`src/rtl/seven_seg_scan_controller.sv`:
```
// seven_seg_scan_controller
// Time-multiplexed driver for an eight-digit common-anode seven-segment display.
// A prescaler divides clk into digit slots; each slot selects one digit from a
// shadow copy of the inputs. The shadow only updates at a frame boundary.
// Optional feature: define LEADING_ZERO_BLANK_EN to blank leading zeros on
// digits 7..1. Digit 0 is never blanked.
module seven_seg_scan_controller #(
   parameter int unsigned CLK_DIV = 100000
) (
   input  logic        clk,
   input  logic        reset,
   input  logic [31:0] digits_in,
   input  logic [7:0]  digit_en,
   input  logic [7:0]  dp_in,
   input  logic        load,
   output logic        load_ack,
   output logic [3:0]  BCD,
   output logic [7:0]  anode,
   output logic        dp_n,
   output logic        frame_start
);

   localparam int unsigned CW = (CLK_DIV > 1) ? $clog2(CLK_DIV) : 1;
   localparam logic [CW-1:0] PRESC_LAST = CW'(CLK_DIV - 1);

   logic [CW-1:0] presc_r;
   logic [2:0]    idx_r;
   logic [31:0]   shadow_digits_r;
   logic [7:0]    shadow_en_r;
   logic [7:0]    shadow_dp_r;
   logic [7:0]    anode_r;
   logic [3:0]    bcd_r;
   logic          dp_n_r;
   logic          frame_start_r;

   logic          tick_s;
   logic          boundary_s;
   logic          capture_s;
   logic [2:0]    nxt_idx_s;
   logic [31:0]   nxt_digits_s;
   logic [7:0]    nxt_en_s;
   logic [7:0]    nxt_dp_s;
   logic [7:0]    lz_blank_s;
   logic [3:0]    sel_nib_s;
   logic [7:0]    anode_nxt_s;
   logic [3:0]    bcd_nxt_s;
   logic          dp_n_nxt_s;

   // Slot timing, frame boundary detection, and the shadow contents that the
   // next output update will see (new inputs when capturing this edge).
   always_comb begin
      tick_s     = (presc_r == PRESC_LAST);
      boundary_s = tick_s && (idx_r == 3'd7);
      capture_s  = boundary_s && load;
      nxt_idx_s  = idx_r + 3'd1;
      if (capture_s) begin
         nxt_digits_s = digits_in;
         nxt_en_s     = digit_en;
         nxt_dp_s     = dp_in;
      end else begin
         nxt_digits_s = shadow_digits_r;
         nxt_en_s     = shadow_en_r;
         nxt_dp_s     = shadow_dp_r;
      end
   end

`ifdef LEADING_ZERO_BLANK_EN
   // A digit is a leading zero when it reads 0 and every higher digit is dark or zero.
   always_comb begin : lz_blk
      logic run_v;
      lz_blank_s = 8'h00;
      run_v      = 1'b1;
      for (int i = 7; i >= 1; i--) begin
         lz_blank_s[i] = run_v & nxt_en_s[i] & (nxt_digits_s[i*4 +: 4] == 4'h0);
         run_v         = run_v & (~nxt_en_s[i] | (nxt_digits_s[i*4 +: 4] == 4'h0));
      end
   end
`else
   // Zeros are always displayed as 0.
   always_comb begin
      lz_blank_s = 8'h00;
   end
`endif

   // Decode the digit that becomes selected at the next tick.
   always_comb begin
      sel_nib_s = nxt_digits_s[{nxt_idx_s, 2'b00} +: 4];
      if (nxt_en_s[nxt_idx_s] && !lz_blank_s[nxt_idx_s]) begin
         anode_nxt_s = ~(8'h01 << nxt_idx_s);
         bcd_nxt_s   = sel_nib_s;
         dp_n_nxt_s  = ~nxt_dp_s[nxt_idx_s];
      end else begin
         anode_nxt_s = 8'hFF;
         bcd_nxt_s   = 4'hF;
         dp_n_nxt_s  = 1'b1;
      end
   end

   // Prescaler and digit index; index starts at 7 so the first tick is a frame boundary.
   always_ff @(posedge clk or posedge reset) begin
      if (reset) begin
         presc_r <= '0;
         idx_r   <= 3'd7;
      end else if (tick_s) begin
         presc_r <= '0;
         idx_r   <= nxt_idx_s;
      end else begin
         presc_r <= presc_r + CW'(1);
         idx_r   <= idx_r;
      end
   end

   // Shadow registers, captured only at a frame boundary with load requested.
   always_ff @(posedge clk or posedge reset) begin
      if (reset) begin
         shadow_digits_r <= 32'hFFFF_FFFF;
         shadow_en_r     <= 8'h00;
         shadow_dp_r     <= 8'h00;
      end else if (capture_s) begin
         shadow_digits_r <= digits_in;
         shadow_en_r     <= digit_en;
         shadow_dp_r     <= dp_in;
      end else begin
         shadow_digits_r <= shadow_digits_r;
         shadow_en_r     <= shadow_en_r;
         shadow_dp_r     <= shadow_dp_r;
      end
   end

   // Registered display outputs, refreshed on each tick for the new index.
   always_ff @(posedge clk or posedge reset) begin
      if (reset) begin
         anode_r       <= 8'hFF;
         bcd_r         <= 4'hF;
         dp_n_r        <= 1'b1;
         frame_start_r <= 1'b0;
      end else if (tick_s) begin
         anode_r       <= anode_nxt_s;
         bcd_r         <= bcd_nxt_s;
         dp_n_r        <= dp_n_nxt_s;
         frame_start_r <= boundary_s;
      end else begin
         anode_r       <= anode_r;
         bcd_r         <= bcd_r;
         dp_n_r        <= dp_n_r;
         frame_start_r <= 1'b0;
      end
   end

   // load_ack marks the capture cycle itself, so it follows the held load level.
   assign load_ack    = capture_s;
   assign anode       = anode_r;
   assign BCD         = bcd_r;
   assign dp_n        = dp_n_r;
   assign frame_start = frame_start_r;

endmodule
```
`config.mk`:
```
export PLATFORM = sky130hd
export DESIGN_NAME = seven_seg_scan_controller
export DESIGN_NICKNAME = d
export VERILOG_FILES = /design/src/rtl/seven_seg_scan_controller.sv
export SDC_FILE = /design/constraint.sdc
export NUM_CORES = 1
export LEC_CHECK = 0
export CAP_MARGIN = 40
export CORE_MARGIN = 1
export CORE_UTILIZATION = 54
export CTS_CLUSTER_SIZE = 8
export DETAILED_ROUTE_END_ITERATION = 10
export PLACE_DENSITY_LB_ADDON = 0.08
export SYNTH_ARGS = -nofsm -noshare
export SYNTH_HDL_FRONTEND = slang
export SYNTH_SLANG_ARGS = --single-unit
```
`constraint.sdc`:
```
create_clock -name clk -period 3.7 [get_ports clk]
set_clock_uncertainty 0.05 [all_clocks]
set_input_delay 0.37 -clock clk [delete_from_list [all_inputs] [get_ports clk]]
set_output_delay 0.37 -clock clk [all_outputs]
set_load 0.05 [all_outputs]
```
[Word-level counts from Yosys, hierarchy flattened]
Memory sizes are Yosys's and may differ from the RTL's.
Index checks and enable logic that the tools add are counted.
Widths: inputs -> output; s select.
Operators by class
  equal/unequal tests: 2
  reduce and logical (&&, ||, !) cells: 4
  bitwise gates (word level): 2
  muxes and demuxes: 13
  add/sub/neg operators: 2
  order comparisons: 1
  shifts and indexed selects: 2
Operators with widths (number)
  $mux 32: 1
  $shiftx 32x6->4: 1
  $mux 8: 3
  $add 17x1->17 const B: 1
  $eq 17x17->1 const B: 1
  $mux 17: 1
  $not 8->8: 1
  $shl 1x3->8 const A: 1
  $bmux 1 s3: 2
  $mux 1: 5
  $lt 3x4->1 const B: 1
  $mux 4: 1
  $add 3x1->3 const B: 1
  $eq 3x3->1 const B: 1
  $logic_and 1x1->1: 3
  $logic_not 1->1: 1
  $not 1->1: 1
Word-level totals
  output and inout bits: 15
  register bits after elaboration: 82
  input bits: 51
  memories: 1
  logic and storage cells: 36
  memory bits (read-only): 8
Memory list
  (name not given): words 8, bits a word 1, read ports 1, clocked after memory_dff 0, write ports 0, RTL line 88  | if (nxt_en_s[nxt_idx_s] && !lz_blank_s[nxt_idx_s]) begin

[Depth between registers and ports, before layout]
  depth after elaboration: 8
  gate-level depth with buffers: 11
  gate-level depth less buffers: 9

[Worst setup path before layout]
Ideal clock, no wire load.
  kind: register -> register
  start: register idx_r[0]
  end: register anode_r[1] (netlist: anode[1])
  path buffers: 1
  cell stages (with the launch flop): 10
  setup slack: 1.110 ns
  clock period less this slack: 2.590 ns
  required time: 3.570 ns
  setup time: 0.080 ns
  arrival: 2.460 ns
  path through: dfstp_2 inv_1 ha_1 clkbuf_1 o21ai_0 a211oi_1 o31a_1 nor2_1 or3_4 o22a_1
Between the ends
  elaborated cells between the ends (all ways): 14
  classes of those cells: add/sub (1); eq/ne (1); shift (1); mux (5); bitwise (1); reduce/logical (4); memory (1)
RTL lines
  from (decl): RTL line 27  | logic [2:0] idx_r;
  from (signal assigned): RTL line 106  | idx_r <= nxt_idx_s;
  from (signal assigned): RTL line 109  | idx_r <= idx_r;
  $add 3x1->3 (*): RTL line 55  | nxt_idx_s = idx_r + 3'd1;
  net nxt_idx_s[0]: RTL line 39  | logic [2:0] nxt_idx_s;
  $mem_v2 8x1
  $mux 1 (implied by the code): RTL line 88
  $logic_not 1->1: RTL line 88
  $logic_and 1x1->1: RTL line 88
  $mux 8 (*): RTL line 88
  to (signal assigned): RTL line 138  | anode_r <= anode_nxt_s;
  to (signal assigned): RTL line 143  | anode_r <= anode_r;
  to (decl): RTL line 31  | logic [7:0] anode_r;
The timed path passes the listed nets; every way through them passes the cells marked *. The select of a mux whose other input is x is not followed.
A chain may end at the register's enable or synchronous reset.

[Final worst setup path]
  start: register idx_r[1]
  end: output load_ack
Between the ends
  cells in the longest elaborated chain, start to end: 3
Ends and longest elaborated chain
  $eq 3x3->1: RTL line 53  | boundary_s = tick_s && (idx_r == 3'd7);
  $logic_and 1x1->1: RTL line 53
  $logic_and 1x1->1: RTL line 54  | capture_s = boundary_s && load;
  to (decl): RTL line 16  | output logic load_ack,
Every way passes these cells.

==> summary.txt <==
Die
  – # rows: 31
  – Die area: approximately 0.0080 mm2
  – Die Height: around 89 um
  – Std-Cell Core Area: ~0.0073 mm2
  – Die X-Extent: ~90 um
  – Initial Util: 56.3%
  – Boundary Pins: between 60 and 70

Synthesis
  – Synth cell types: 51
  – Top cell type's share of synthesized area: 30.7%
  – #FFs+latches synth: roughly 80
  – Adder-Cell Fraction of Synth Area: under 10%
  – Ys flop type: dfstp_2
  – Main combinational cell family by area after synthesis: simple AND/OR/NAND/NOR gates
  – Top cells by area, synth: dfstp_2 31%, dfrtp_1 21%, nand2_1 7.7%
  – Xor/xnor share of the synthesized area: around 3%
  – Mux share of post-synthesis cell area: about 9.2%
  – Syn_nets: about 450
  – Seq/Total Area, Yosys: between 50% and 60%
  – EDFF count, synth: 0
  – Yosys warnings: 0
  – Synth area leader: dfstp_2
  – Post-synthesis simple-gate area fraction: 20.5%
  – Mean Syn Cell Area: between 10 and 15 um2
  – Netlist Area Pre-Place: slightly above 0.004 mm2
  – Ys async rst share: 100%
  – Post-synthesis cell count: about 390
  – Compound-Gate Fraction of Synth Area: 10.4%

Timing
  – Setup violators final: 0
  – Crit path time final: approximately 3.2 ns
  – Fin Hold WS: 0.330 ns
  – Fmax: about 0.31 GHz
  – Period utilization: 86.2%
  – RSZ-0062 raised after global routing: no
  – Final hold violation count: 0
  – Max Slew Vio Count: 0
  – Fin Setup TNS: 0 ns
  – Worst slew margin: 63.2%
  – Slew @ Worst Pin: between 0.5 and 0.6 ns

Power
  – Clk pwr share: ~45%
  – VDD IR max: around 0.27 mV
  – Leak: between 0.002 and 0.0025 uW
  – Power Internal: approximately 1400 uW
  – Combinational power share: ~4.7%
  – Switching share of power: 19.5%
  – PwrDens: about 350 mW/mm2
  – Switching power: around 350 uW
  – Sequential share of power: 50.5%

Routing
  – Post-route DRC: 0
  – WL/cell: roughly 17 um
  – DR vias: about 3.1k
  – Vias per cell: 5.59
  – Drt first pass iters: 5
  – Post-route ant nets: 0
  – WL final: 9260 um
  – Drt first-iter violations: between 150 and 200

Cells and area
  – Share of cells above drive strength 1: a little under a quarter
  – Nets: between 500 and 600
  – Inserted Diodes: 0
  – Storage cell area: approximately 0.0021 mm2
  – Multi-input gate area: about 0.0019 mm2
  – Filler cells: 580
  – Area grow syn2layout: 24.3%

Clock tree
  – Root buf cell: clkbuf_8
  – CTS resizes: 0
  – Inserted Clock Buffers: 9
  – CTS tree: done
  – # hold bufs at CTS: 0
  – CTS Buffer Depth: 2
  – H-tree depth: 3
  – Reg clk slew, reported paths: approximately 0.080 ns
  – Clk_lat worst skew: roughly 0.35 ns
  – CTS sink cnt: 82
  – Post-CTS setup buffer count: 0

Critical path
  – Reg2Reg Launch Point: presc_r[0]
  – R2r setup slk: ~0.73 ns
  – CP Class: register to output pin
  – Worst setup SP type: register
  – Worst Reg-to-Reg Cells: 8
  – Reg2reg end: BCD[0]
  – Critical Path Sink Type: output pin
  – Critical Path AT: between 2 and 3 ns
  – Maximum fanout along the worst path: 16
  – Worst Path Required: ~3.3 ns

Run status
  – Run status: finished, final reports clean

Global route
  – GRT Residual Overflow: 0
  – Largest net degree at the start of global routing: 37
  – Vias in the first global route: 3111
  – First-pass GRT wire length: about 15000 um
  – Initial antenna violation count: 0
  – GRT Total Usage: roughly a quarter

Run
  – Max_cap viols: 0

Placed design
  – IO Port Bufs: between 60 and 70
  – Gpl congestion: just over 0.8
  – Final HPWL DP: between 6000 and 7000 um

Min path
  – Worst Hold Class: primary input to asynchronous set/reset pin
## through the flow
stage          utilization (%)  worst slack [ns]  area [um2]  instances  power (uW)
2_1_floorplan                -              1.11        4110        391         930
5_1_grt                   70.0             0.319        5100        557        1840
4_1_cts                   70.0             0.510        5100        557        1790
3_5_place_dp              66.5             0.772        4850        541         998
3_3_place_gp              66.2             0.855        4830        540         996
6_report                  70.0             0.510        5100        557        1780
## power by group through the flow
stage / registers [uW] / clock network, uW / logic [uW]
after global routing: 898 / 850 / 90.7
final: 898 / 796 / 83.3
after global placement: 914 / 0 / 82.0
after CTS: 898 / 809 / 84.9
after floorplan: 914 / 0 / 16.1
after detailed placement: 914 / 0 / 84.7
## placed cells by master (no fill, tap or decap), drive strengths merged, types with 2 or more instances in the layout
cell type      Yosys  routed
clkinv             1       2
nor3               2       2
o31ai              2       2
o21ai             18      18
and2               5       5
o211ai             5       5
and4bb             2       2
or3                3       3
ha                 7       7
clkdlybuf4s50      0      65
mux2              13      13
nand2             85      85
or2                3       3
bufinv             0       2
dfstp             48      48
xor2               8       8
a31oi              6       6
mux4              10      10
inv                7       7
o2111ai            5       5
dfrtp             34      34
nor4b              2       2
and3               5       5
and4               4       4
nor2              26      26
nand3             32      32
nand4              5       5
a22oi              5       5
o22a               3       3
xnor2              6       6
buf               10       8
a21oi             10      10
clkbuf            12      13
## routing by layer
metal  vias to the layer above  share of wire [%]  track usage [%]
met5                         -                  0                0
met1                      1522                 45             36.3
li1                       1495                  -                -
met2                        80                 48             39.9
met4                         0                1.9             12.4
met3                        16                4.5             4.62
## critical path: stages (launching register included)
cell	delay, ns
dfstp_2	0.56
ha_1	0.18
ha_1	0.20
nand2_1	0.35
nor2_1	0.28
clkdlybuf4s50_1	0.84
## layout make-up
type | count | share of cell area, %
Sequential cell | 82 | 41.4
Multi-Input combinational cell | 279 | 36.4
Timing Repair Buffer | 73 | 14.2
Clock buffer | 13 | 3.75
Tap cell | 99 | 2.43
Clock inverter | 3 | 1.27
Inverter | 8 | 0.588
## cell usage after synthesis, types with 2 or more instances
master     instances
inv_1              7
mux2_4             2
a31oi_1            5
nor2_1            26
o22a_1             3
mux2_2            11
and2_1             4
ha_1               7
o211ai_1           5
and4bb_1           2
o21ai_0           17
nand2_1           84
nand3_1           32
buf_6              2
buf_2              4
clkbuf_1          12
o2111ai_1          5
a22oi_1            5
xor2_1             8
buf_1              3
a21oi_1           10
dfrtp_1           34
and3_1             5
nand4_1            5
mux4_2            10
and4_1             3
xnor2_1            6
or2_2              3
or3_1              2
dfstp_2           48
## kinds of logic (layout without fill, tap and decap cells)
logic type / Yosys count / after routing
AO/OA/AOI/OAI: 60 / 60
XOR/XNOR: 14 / 14
adder cells (fa/ha/maj): 7 / 7
buffers and inverters: 30 / 97
flip-flops: 82 / 82
multiplexers: 23 / 23
AND/OR/NAND/NOR: 175 / 175
## state kept, by name, indices dropped and copies added (netlist names)
name,flops
BCD,4
shadow_dp_r,8
frame_start,1
presc_r,17
dp_n,1
shadow_digits_r,32
shadow_en_r,8
anode,8
idx_r,3
## worst max path at each step
stage,from,cells after the start,slack [ns],to
global placement,idx_r[1],8,0.86,BCD[0]
global route,idx_r[1],5,0.32,load_ack
detailed placement,presc_r[0],8,0.77,anode[4]
finish,idx_r[1],5,0.51,load_ack
floorplan,idx_r[0],9,1.11,anode[1]
CTS,idx_r[1],5,0.51,load_ack
(Power assumes the default switching activity.)
